===== config.mk =====
export PLATFORM = sky130hd
export DESIGN_NAME = keypad_debounce
export DESIGN_NICKNAME = d
export VERILOG_FILES = /design/src/rtl/keypad_debounce.sv
export SDC_FILE = /design/constraint.sdc
export NUM_CORES = 1
export LEC_CHECK = 0
export ABC_AREA = 1
export CAP_MARGIN = 25
export CORE_ASPECT_RATIO = 1.75
export CORE_MARGIN = 2
export CORE_UTILIZATION = 40
export DETAILED_ROUTE_END_ITERATION = 8
export DONT_BUFFER_PORTS = 1
export PLACE_DENSITY = 0.58
export RECOVER_POWER = 25
export SLEW_MARGIN = 10
export SYNTH_ARGS = -nofsm -noshare
export SYNTH_HDL_FRONTEND = slang
export SYNTH_SLANG_ARGS = --single-unit

===== constraint.sdc =====
create_clock -name clk -period 6.29 [get_ports clk]
set_input_delay 0.3145 -clock clk [delete_from_list [all_inputs] [get_ports clk]]
set_output_delay 0.3145 -clock clk [all_outputs]
set_load 0.01 [all_outputs]

===== src/rtl/keypad_debounce.sv =====
// keypad_debounce: input conditioner for the microwave keypad, start/stop button
// and door switch. Each raw input is synchronised through two flops, then
// debounced by a per-input counter. The clean key vector drives a small FSM
// that emits one-hot key strobes, rejects multi-key presses, and waits for a
// full release before accepting the next press.
module keypad_debounce #(
  parameter int NKEYS  = 10,
  parameter int DB_CNT = 50000
) (
  input  logic             clk,
  input  logic             rst,
  input  logic [NKEYS-1:0] key_raw,
  input  logic             btn_raw,
  input  logic             door_raw,
  output logic [NKEYS-1:0] keypad,
  output logic             key_valid,
  output logic             start_stop,
  output logic             door_sensor,
  output logic             multi_err
);

  localparam int CW    = $clog2(DB_CNT + 1);
  localparam int NIN   = NKEYS + 2;          // keys, then button, then door
  localparam int BTN   = NKEYS;
  localparam int DOOR  = NKEYS + 1;
  localparam int PCW   = $clog2(NKEYS + 1);

  // Idle value of every conditioned input: keys and button released, door open.
  localparam logic [NIN-1:0] RST_VAL = {1'b1, 1'b0, {NKEYS{1'b0}}};

  typedef enum logic [1:0] {
    ST_IDLE  = 2'd0,
    ST_PRESS = 2'd1,
    ST_HELD  = 2'd2
  } key_state_e;

  logic [NIN-1:0] sync1_q;
  logic [NIN-1:0] sync2_q;
  logic [NIN-1:0] stable_q;
  logic [NIN-1:0] stable_d;
  logic [CW-1:0]  cnt_q [NIN];
  logic [CW-1:0]  cnt_d [NIN];

  key_state_e     state_q;
  logic [NKEYS-1:0] keypad_q;
  logic           key_valid_q;
  logic           multi_err_q;
  logic           start_stop_q;
  logic           btn_prev_q;
  logic           door_sensor_q;

  logic [NKEYS-1:0] keys_s;
  logic [PCW-1:0]   key_cnt_s;

  // Count of keys currently held in the debounced vector.
  function automatic logic [PCW-1:0] popcount(input logic [NKEYS-1:0] v);
    logic [PCW-1:0] n;
    n = '0;
    for (int i = 0; i < NKEYS; i++) begin
      if (v[i]) begin
        n = n + PCW'(1);
      end else begin
        n = n;
      end
    end
    return n;
  endfunction

  assign keys_s    = stable_q[NKEYS-1:0];
  assign key_cnt_s = popcount(keys_s);

  // Two-flop synchroniser for every raw input.
  always_ff @(posedge clk or negedge rst) begin
    if (!rst) begin
      sync1_q <= RST_VAL;
      sync2_q <= RST_VAL;
    end else begin
      sync1_q <= {door_raw, btn_raw, key_raw};
      sync2_q <= sync1_q;
    end
  end

  // Debounce next-state: a differing input must persist DB_CNT cycles to flip.
  always_comb begin
    stable_d = stable_q;
    for (int i = 0; i < NIN; i++) begin
      cnt_d[i] = '0;
      if (sync2_q[i] != stable_q[i]) begin
        if (cnt_q[i] == CW'(DB_CNT - 1)) begin
          stable_d[i] = sync2_q[i];
          cnt_d[i]    = '0;
        end else begin
          cnt_d[i] = cnt_q[i] + CW'(1);
        end
      end else begin
        cnt_d[i] = '0;
      end
    end
  end

  // Debounce state registers.
  always_ff @(posedge clk or negedge rst) begin
    if (!rst) begin
      stable_q <= RST_VAL;
      for (int i = 0; i < NIN; i++) begin
        cnt_q[i] <= '0;
      end
    end else begin
      stable_q <= stable_d;
      for (int i = 0; i < NIN; i++) begin
        cnt_q[i] <= cnt_d[i];
      end
    end
  end

  // Key FSM: strobe a single clean press, flag multi-key, hold off until release.
  always_ff @(posedge clk or negedge rst) begin
    if (!rst) begin
      state_q     <= ST_IDLE;
      keypad_q    <= '0;
      key_valid_q <= 1'b0;
      multi_err_q <= 1'b0;
    end else begin
      keypad_q    <= '0;
      key_valid_q <= 1'b0;
      multi_err_q <= 1'b0;
      case (state_q)
        ST_IDLE: begin
          if (key_cnt_s == PCW'(1)) begin
            keypad_q    <= keys_s;
            key_valid_q <= 1'b1;
            state_q     <= ST_PRESS;
          end else if (key_cnt_s > PCW'(1)) begin
            multi_err_q <= 1'b1;
            state_q     <= ST_HELD;
          end else begin
            state_q <= ST_IDLE;
          end
        end
        ST_PRESS: begin
          state_q <= ST_HELD;
        end
        ST_HELD: begin
          if (keys_s == '0) begin
            state_q <= ST_IDLE;
          end else begin
            state_q <= ST_HELD;
          end
        end
        default: begin
          state_q <= ST_IDLE;
        end
      endcase
    end
  end

  // Start/stop strobe on a debounced press edge; door level registered out.
  always_ff @(posedge clk or negedge rst) begin
    if (!rst) begin
      btn_prev_q    <= 1'b0;
      start_stop_q  <= 1'b0;
      door_sensor_q <= 1'b1;
    end else begin
      btn_prev_q    <= stable_q[BTN];
      start_stop_q  <= stable_q[BTN] & ~btn_prev_q;
      door_sensor_q <= stable_q[DOOR];
    end
  end

  assign keypad      = keypad_q;
  assign key_valid   = key_valid_q;
  assign multi_err   = multi_err_q;
  assign start_stop  = start_stop_q;
  assign door_sensor = door_sensor_q;

endmodule


== Word level (Yosys, flattened, before mapping) ==
Cells that the tools add are included.
Storage, ports and cells
  bits in registers: 245
  latch bits: 0
  bits in writable memories: 0
  ROM bits: 0
  logic and storage cells: 143
  memories kept: 0
Operators by class
  $add $sub $neg: 21
  multiply operators: 0
  divide/modulo/power cells: 0
  order comparisons: 1
  eq/ne operators: 27
  shift-type cells: 0
  multiplexer cells: 45
  bitwise operators: 2
  reductions and logical operators: 14
Operators with widths (count)
  $mux W16: 24
  $add A16 B1 Y16 const B: 12
  $eq A16 B16 Y1 const B: 12
  $add A4 B1 Y4 const B: 9
  $mux W4: 9
  $reduce_and A2 Y1: 12
  $mux W10: 2
  $ne A1 B1 Y1: 12
  $logic_not A10 Y1: 1
  $mux W1: 6
  $mux W2: 3
  $pmux W2 S3: 1
  $eq A4 B1 Y1 const B: 1
  $gt A4 B1 Y1 const B: 1
  $eq A2 B1 Y1 const B: 1
  $eq A2 B2 Y1 const B: 1
  $logic_not A2 Y1: 1
  $and A1 B1 Y1: 1
  $not A1 Y1: 1

== Longest topological paths before layout ==
Gate-level depths: netlist of the first run.
  depth in word-level cells: 23
  depth in mapped cells: 36
  mapped depth without buffers: 36

== Worst setup path before layout of the first run ==
No wires, ideal clock.
  path kind: reg2reg
  start point: register stable_q[0]
  end point: register keypad_q[6], in the netlist keypad[6]
  arrival: 4.639 ns
  slack: 1.579 ns
  cell stages (with the launch flop): 35
  clock period less this slack: 4.711 ns
  cells stage by stage: dfrtp_1 -> inv_1 -> ha_1 -> nand2_2 -> inv_1 -> nor2_1 -> ha_1 -> or2_1 -> nand2_1 -> nand2_1 -> nand2_1 -> nand2_1 -> nand2_1 -> ha_1 -> or2_2 -> nand2_1 -> inv_1 -> nand2_2 -> nand2_1 -> nand2_1 -> nand2_1 -> ha_1 -> or2_2 -> nand3_1 -> nand3_1 -> nand2_1 -> inv_1 -> ha_1 -> or2_2 -> nand2_1 -> nand2_1 -> nor2_2 -> nand4_2 -> buf_6 -> nor2_1
On the way
  longest elaborated chain between the ends: 22
RTL lines
  start, declared: RTL line 39  | logic [NIN-1:0] stable_q;
  start signal, assigned: RTL line 109  | stable_q <= stable_d;
  $mux W1 *: RTL line 60  | if (v[i]) begin
  $add A4 B1 Y4: RTL line 61  | n = n + PCW'(1);
  $mux W4 *: RTL line 60
  $add A4 B1 Y4: RTL line 61
  $mux W4 *: RTL line 60
  $add A4 B1 Y4: RTL line 61
  $mux W4 *: RTL line 60
  $add A4 B1 Y4: RTL line 61
  (+6 left out)
  $mux W4 *: RTL line 60
  $add A4 B1 Y4: RTL line 61
  $mux W4 *: RTL line 60
  $add A4 B1 Y4: RTL line 61
  $mux W4 *: RTL line 60
  $eq A4 B1 Y1 *: RTL line 129  | if (key_cnt_s == PCW'(1)) begin
  $mux W10 *: RTL line 129
  $mux W10 *: RTL line 127  | case (state_q)
  end signal, assigned: RTL line 130  | keypad_q <= keys_s;
  end, declared: RTL line 45  | logic [NKEYS-1:0] keypad_q;
Every way passes the cells marked *; elsewhere a longest branch is shown, timed or not.
A chain may end at the register's enable or synchronous reset.

== Final worst setup path of the first run ==
  start point: register stable_q[0]
  end point: register keypad_q[5], in the netlist keypad[5]
The elaborated chain is that of the path after synthesis.

==> results of run 1 <==
path summary, 6_finish.rpt:
kind	slack, ns	depth (start not counted)	to
setup / recovery	0.82	33	keypad[5]
hold / removal	0.33	1	sync1_q[11]
setup reg to reg	0.82	33	keypad[5]
hold reg to reg	0.34	0	sync2_q[0]
max in group asynchronous	3.17	2	cnt_q[41]
min in group asynchronous	1.28	2	cnt_q[9]
through the flow:
step	area, µm²	cells
finish	13200	1763
global route	13200	1763
CTS	13200	1760
detailed placement	12200	1706
global placement	12200	1705
floorplan	11800	1336
cell usage after synthesis, drive strengths merged (4+ instances only):
| master | instances |
|---|---|
| nor2 | 186 |
| nand2 | 236 |
| nor3b | 87 |
| o41ai | 5 |
| and3 | 9 |
| nand3 | 83 |
| xor2 | 48 |
| dfstp | 4 |
| nor4 | 26 |
| inv | 164 |
| clkbuf | 13 |
| a21oi | 55 |
| mux2 | 6 |
| ha | 22 |
| xnor2 | 14 |
| dfrtp | 240 |
| nand4 | 30 |
| o21a | 6 |
| buf | 4 |
| a31oi | 9 |
| o21ai | 12 |
| nor3 | 68 |
| or2 | 5 |
per-layer routing:
layer / part of all wire / vias up
met4: 0.026 / 0
li1: - / 4443
met1: 0.40 / 4138
met2: 0.54 / 95
met5: 0 / -
met3: 0.032 / 39
sequential cells by signal (all words and copies together) (netlist names):
name / flops
btn_prev_q: 1
start_stop: 1
sync1_q: 12
keypad: 10
key_valid: 1
cnt_q: 192
stable_q: 12
multi_err: 1
door_sensor: 1
sync2_q: 12
state_q: 1
power groups by stage:
stage / sequential, µW / combinational, µW / clock, µW
final: 1620 / 103 / 1430
after global routing: 1620 / 122 / 1560
after CTS: 1620 / 107 / 1500
after detailed placement: 1640 / 65.5 / 0
after global placement: 1640 / 64.0 / 0
after floorplan: 1640 / 51.0 / 0
cell type report:
cell class | instances | area, µm²
Fill cell | 2813 | 16000
Sequential cell | 244 | 6110
Multi-Input combinational cell | 911 | 4970
Clock buffer | 33 | 716
Inverter | 164 | 618
Tap cell | 382 | 478
Timing Repair Buffer | 22 | 210
Clock inverter | 7 | 66.3
critical path: cells and delay by family, from the launching register on:
family / cells / cell delay (ns)
simple gates: 24 / 3.22
fa+ha+maj: 5 / 1.43
flops: 1 / 0.41
buf+inv: 4 / 0.29
cells by family (layout without fill, tap and decap cells):
family | after synthesis | in the layout | share of synthesized area
AO/OA/AOI/OAI | 90 | 90 | 0.0429
XOR/XNOR | 62 | 62 | 0.0461
adder cells (fa/ha/maj) | 22 | 22 | 0.0234
buffers and inverters | 181 | 226 | 0.0596
flip-flops | 244 | 244 | 0.519
multiplexers | 6 | 6 | 0.00574
AND/OR/NAND/NOR | 731 | 731 | 0.303
==> results.json, run 1 <==
{
  "endpoint_kind": "flop",
  "yosys.area.top_type": "dfrtp_1",
  "cp_slowest_cell": "dfrtp_1",
  "comb_power_share": 0.033,
  "failed_checks": "max-capacitance violations, max-slew violations",
  "cp-startpoint": "stable_q[0]",
  "crit_type": "reg2reg",
  "cts.repair.resized": 0,
  "ys_types": 38,
  "grt_max_degree": 245,
  "yosysWarnings": 0,
  "clkTransAtPathRegs_ns": 0.06,
  "hpwl_um": 16200,
  "slew_headroom": -1.04,
  "cpPeakStageDelay_ns": 0.41,
  "clk-insertion-delay-late_ns": 0.53,
  "synth_area_leaders": "dfrtp_1 (51%), nand2_1 (7.0%), nor2_1 (5.6%)",
  "htreeDepth": 1,
  "start_kind": "flop",
  "final_nets": 1404,
  "setup_ws_ns": 0.820,
  "min_path_type": "in2reg",
  "final_cell_mix": "dfrtp_1 (240), nand2_1 (220), nor2_1 (177)",
  "rsz0062_at_grt": "false",
  "num_vias": 8715,
  "power_density_nw_per_um2": 239,
  "finalHoldViolCount": 0,
  "p_leak_uw": 0.00608,
  "finClkSkew_ns": 0.0150,
  "cts_tree": "yes",
  "grt_pass1_vias": 8919,
  "netlist_area_um2": 11800,
  "preCtsSetupSlack_ns": 0.855,
  "clock_power_share": 0.455,
  "post-route-util": 0.451,
  "wl_per_cell_um": 12.9,
  "synth_flop_cell": "dfrtp_1",
  "cp_common_cell": "nand2_1",
  "timing.rr.start": "stable_q[0]",
  "routed_via_density": 4.94,
  "remaining_drc_errors": 0,
  "dieArea_um2": 30900,
  "overflow": 0,
  "antenna_cells": 0,
  "drt-total-wl_um": 22800,
  "p_total_uw": 3150,
  "die_h_um": 231,
  "grt_use_total": 0.154,
  "p_int_uw": 2460,
  "grt_util_met2": 0.298,
  "grt_use_met3": 0.0237,
  "crit_arrival_ns": 5.89,
  "area_growth_pct": 11.9,
  "layout_worst_path_cycle_share": 0.870,
  "syn_avg_cell_area_um2": 8.81,
  "first_pass_iters": 4,
  "seq_power_share": 0.512,
  "outcome": "complete, but fails checks",
  "synth_edf_count": 0,
  "synth-async-reset-ratio": 1.00,
  "final_common_cell": "dfrtp_1",
  "portBuffers": 0,
  "crit_required_ns": 6.71,
  "synth_seq_cells": 244,
  "fp-row-count": 83,
  "cts_buffer_depth": 3,
  "cts-root-buf": "clkbuf_16",
  "antenna_found_initial": 0,
  "slew_viol_final": 123,
  "grt_pass1_wl_um": 39600,
  "initial_core_util": 0.403,
  "swShare": 0.219,
  "crit_fanout": 11,
  "ir_worst_vdd_uv": 200,
  "p_switching_uw": 690,
  "syn_inst": 1336,
  "ctsHoldBuffers": 14,
  "drive_gt1_frac": 0.0746,
  "syn-num-nets": 1372,
  "top_usage_layer": "met2",
  "clock.fmax_mhz": 183,
  "cts_setup_buffers": 0,
  "netlist.area_leader.share": 0.510,
  "ios": 28,
  "finalSetupViolCount": 0,
  "period_minus_slack_ns": 5.47,
  "tightest_slew_ns": 3.06,
  "detail-route-antenna-nets": 0,
  "cts_made_buffers": 25,
  "fin_setup_tns_ns": 0,
  "worstHoldStart": "door_raw",
  "ys_seq_area_frac": 0.519,
  "groute.layer.met1.usage": 0.166,
  "fp.coreArea_um2": 29200,
  "place.gp.congestion": 0.835,
  "numClockSinks": 244,
  "die_w_um": 134,
  "fin_hold_ws_ns": 0.334,
  "maxCapViolCount": 1,
  "dr.first_iter.drc_count": 350
}
Note: power is estimated with default switching activity, not from simulation.
==> inputs of run 2 (changes only) <==
--- a/config.mk
+++ b/config.mk
@@ -5,7 +5,6 @@
 export SDC_FILE = /design/constraint.sdc
 export NUM_CORES = 1
 export LEC_CHECK = 0
-export ABC_AREA = 1
 export CAP_MARGIN = 25
 export CORE_ASPECT_RATIO = 1.75
 export CORE_MARGIN = 2
==> constraint.sdc (replaced) <==
create_clock -name clk -period 5.18 [get_ports clk]
set_input_delay 0.259 -clock clk [delete_from_list [all_inputs] [get_ports clk]]
set_output_delay 0.259 -clock clk [all_outputs]
set_load 0.01 [all_outputs]
==> run 2 against run 1 <==
The flow finishes with violations (negative hold slack). Sequential share of layout area is 0.44 points higher. Non-clock buffer count is 1 higher. Design area is 0.95% lower. Core utilization is 0.60 points higher. Clock power is 30% higher. Critical path type unchanged.
==> results.json, run 2 <==
{
  "p_switching_uw": 818,
  "regArea_um2": 6110,
  "maxCapViolCount": 0,
  "endpoint_kind": "flop",
  "seq_power_share": 0.504,
  "finClkSkew_ns": 0.0182,
  "drive_gt1_frac": 0.0956,
  "remaining_drc_errors": 0,
  "period_minus_slack_ns": 4.90,
  "timing.rr.start": "stable_q[0]",
  "swShare": 0.210,
  "tightest_slew_ns": 0.860,
  "portBuffers": 0,
  "slew_headroom": 0.426,
  "p_int_uw": 3070,
  "antenna_cells": 0,
  "synth_flop_cell": "dfrtp_1",
  "ys_seq_area_frac": 0.528,
  "hpwl_um": 13900,
  "clk-insertion-delay-late_ns": 0.54,
  "yosys.area.top_type": "dfrtp_1",
  "dieArea_um2": 30300,
  "cts_tree": "yes",
  "crit_arrival_ns": 5.37,
  "ctsHoldBuffers": 12,
  "final_cell_mix": "nor2_1 (244), dfrtp_1 (240), xor2_1 (107)",
  "cp-startpoint": "stable_q[0]",
  "crit_required_ns": 5.65,
  "cts-root-buf": "clkbuf_16",
  "initial_core_util": 0.405,
  "final_common_cell": "nor2_1",
  "clkTransAtPathRegs_ns": 0.06,
  "comb_power_share": 0.018,
  "rrSetupSlack_ns": 0.28,
  "power_density_nw_per_um2": 298,
  "netlist.area_leader.share": 0.519,
  "top_layer_used": "met4",
  "clock_power_share": 0.478,
  "antenna_found_initial": 0,
  "dr.first_iter.drc_count": 341,
  "grt_max_degree": 245,
  "ys_types": 56,
  "multi_input_area_um2": 5350,
  "start_kind": "flop",
  "min_path_type": "in2async",
  "clock.fmax_mhz": 204,
  "reg2reg_to": "keypad[4]",
  "yosysWarnings": 0,
  "met1Wirelength_um": 9040,
  "finalHoldViolCount": 240,
  "fin_hold_ws_ns": -0.557,
  "ir_worst_vdd_uv": 269,
  "numClockSinks": 244,
  "syn_avg_cell_area_um2": 10.2,
  "detail-route-antenna-nets": 0,
  "place.gp.congestion": 0.834,
  "synth_seq_cells": 244,
  "final_nets": 1199,
  "overflow": 0,
  "area_growth_pct": 12.8,
  "dr_wl_met2_um": 11000,
  "wl_met3_um": 580,
  "routed_via_density": 4.90,
  "wl_per_cell_um": 13.6,
  "syn_inst": 1136,
  "r2r_cells": 24,
  "fp.coreArea_um2": 28500,
  "fp-row-count": 82,
  "drt-total-wl_um": 21300,
  "slew_viol_final": 0,
  "rsz0062_at_grt": "false",
  "synth_area_leaders": "dfrtp_1 (52%), xor2_1 (8.1%), nor2_1 (7.9%)",
  "synth-async-reset-ratio": 1.00,
  "cts_made_buffers": 25,
  "grt_pass1_vias": 8000,
  "p_leak_uw": 0.00574,
  "outcome": "complete, but fails checks",
  "synth_edf_count": 0,
  "first_pass_iters": 4,
  "layout_worst_path_cycle_share": 0.947,
  "netlist_area_um2": 11600,
  "grt_use_total": 0.146,
  "htreeDepth": 1,
  "largest-register": "cnt_q",
  "finalSetupViolCount": 0,
  "cts_buffer_depth": 3,
  "num-fill-cells": 2801,
  "die_h_um": 229,
  "grt_pass1_wl_um": 37400,
  "fin_setup_tns_ns": 0,
  "syn-num-nets": 1172,
  "crit_type": "reg2reg",
  "num_vias": 7646,
  "synthTopCellsByCount": "nor2_1 (244), dfrtp_1 (240), xor2_1 (107)",
  "failed_checks": "negative hold slack",
  "largest_reg_flops": 192,
  "die_w_um": 133,
  "yosysMostFrequentCell": "nor2_1",
  "crit_fanout": 6,
  "ios": 28
}
## run 2: cell count changes in the layout (fill, tap and decap cells not counted), moves of 40 or more
| cell | previous run | this run |
|---|---|---|
| a21oi_1 | 55 | 6 |
| inv_1 | 157 | 10 |
| nand2_1 | 220 | 100 |
| nor2_1 | 177 | 244 |
| nor3_1 | 68 | 28 |
| nor3b_1 | 87 | 0 |
| xnor2_1 | 14 | 92 |
| xor2_1 | 48 | 107 |
## run 2: metrics by stage
stage | instances | utilization | area (µm²) | setup slack [ns] | power (µW)
2_1_floorplan | 1136 | - | 11600 | 0.195 | 2040
3_3_place_gp | 1496 | 0.419 | 12000 | 0.114 | 2060
3_5_place_dp | 1496 | 0.419 | 12000 | -0.0592 | 2060
4_1_cts | 1556 | 0.455 | 13000 | 0.0132 | 3960
5_1_grt | 1560 | 0.457 | 13000 | 0.000540 | 4050
6_report | 1560 | 0.457 | 13000 | 0.275 | 3890
## run 2: critical path, cell delays in order (launching register included)
cell       delay [ns]
dfrtp_1          0.39
inv_2            0.09
ha_4             0.22
xnor2_2          0.19
inv_2            0.08
ha_4             0.30
xnor2_2          0.12
o22ai_1          0.11
or2_2            0.33
inv_1            0.07
ha_1             0.25
xor2_1           0.15
a32o_1           0.23
o21ai_0          0.16
nand3b_1         0.12
o211a_1          0.19
ha_1             0.31
xnor2_1          0.15
a2bb2oi_2        0.19
nand2_2          0.07
ha_1             0.29
nand2b_1         0.18
o32ai_4          0.18
and4_4           0.34
and2_4           0.15
## run 2: metal layers
metal  vias up  track usage
li1       3805            -
met1      3730        0.174
met2        74        0.263
met3        37       0.0222
met4         0       0.0551
met5         -            0
## run 2: final cells by class
type | instances | share of cell area
Inverter | 14 | 0.00441
Tap cell | 378 | 0.0362
Clock buffer | 33 | 0.0533
Clock inverter | 13 | 0.0121
Multi-Input combinational cell | 855 | 0.410
Sequential cell | 244 | 0.468
Timing Repair Buffer | 23 | 0.0155
## run 2: worst max-delay path by stage
| stage | cells after the start | end |
|---|---|---|
| final | 24 | keypad[4] |
| after global routing | 24 | keypad[5] |
| after CTS | 24 | keypad[4] |
| after detailed placement | 24 | keypad[6] |
| after global placement | 24 | keypad[5] |
| after floorplan | 26 | keypad[4] |
## run 2: power by group through the flow
stage                     Clock, µW  Combinational [µW]  Sequential (µW)
after floorplan                   0                50.6             1990
after global routing           2000                80.2             1960
final                          1860                69.1             1960
after CTS                      1930                70.9             1960
after detailed placement          0                62.9             2000
after global placement            0                62.2             1990
## run 2: cell families after synthesis
kind of cell / count (synthesis) / share of synthesized area
buffers and inverters: 38 / 0.0158
adder cells (fa/ha/maj): 23 / 0.0248
multiplexers: 15 / 0.0144
flip-flops: 244 / 0.528
XOR/XNOR: 206 / 0.162
AND/OR/NAND/NOR: 580 / 0.235
AO/OA/AOI/OAI: 30 / 0.0191
## run 2: what timing repair did
item	CTS	global route
endpoints found under the hold margin	256	244
endpoints found under the setup margin	11	13
gates resized for setup	3	9
setup buffers	1	4
pin swaps	2	5
cloned	1	0
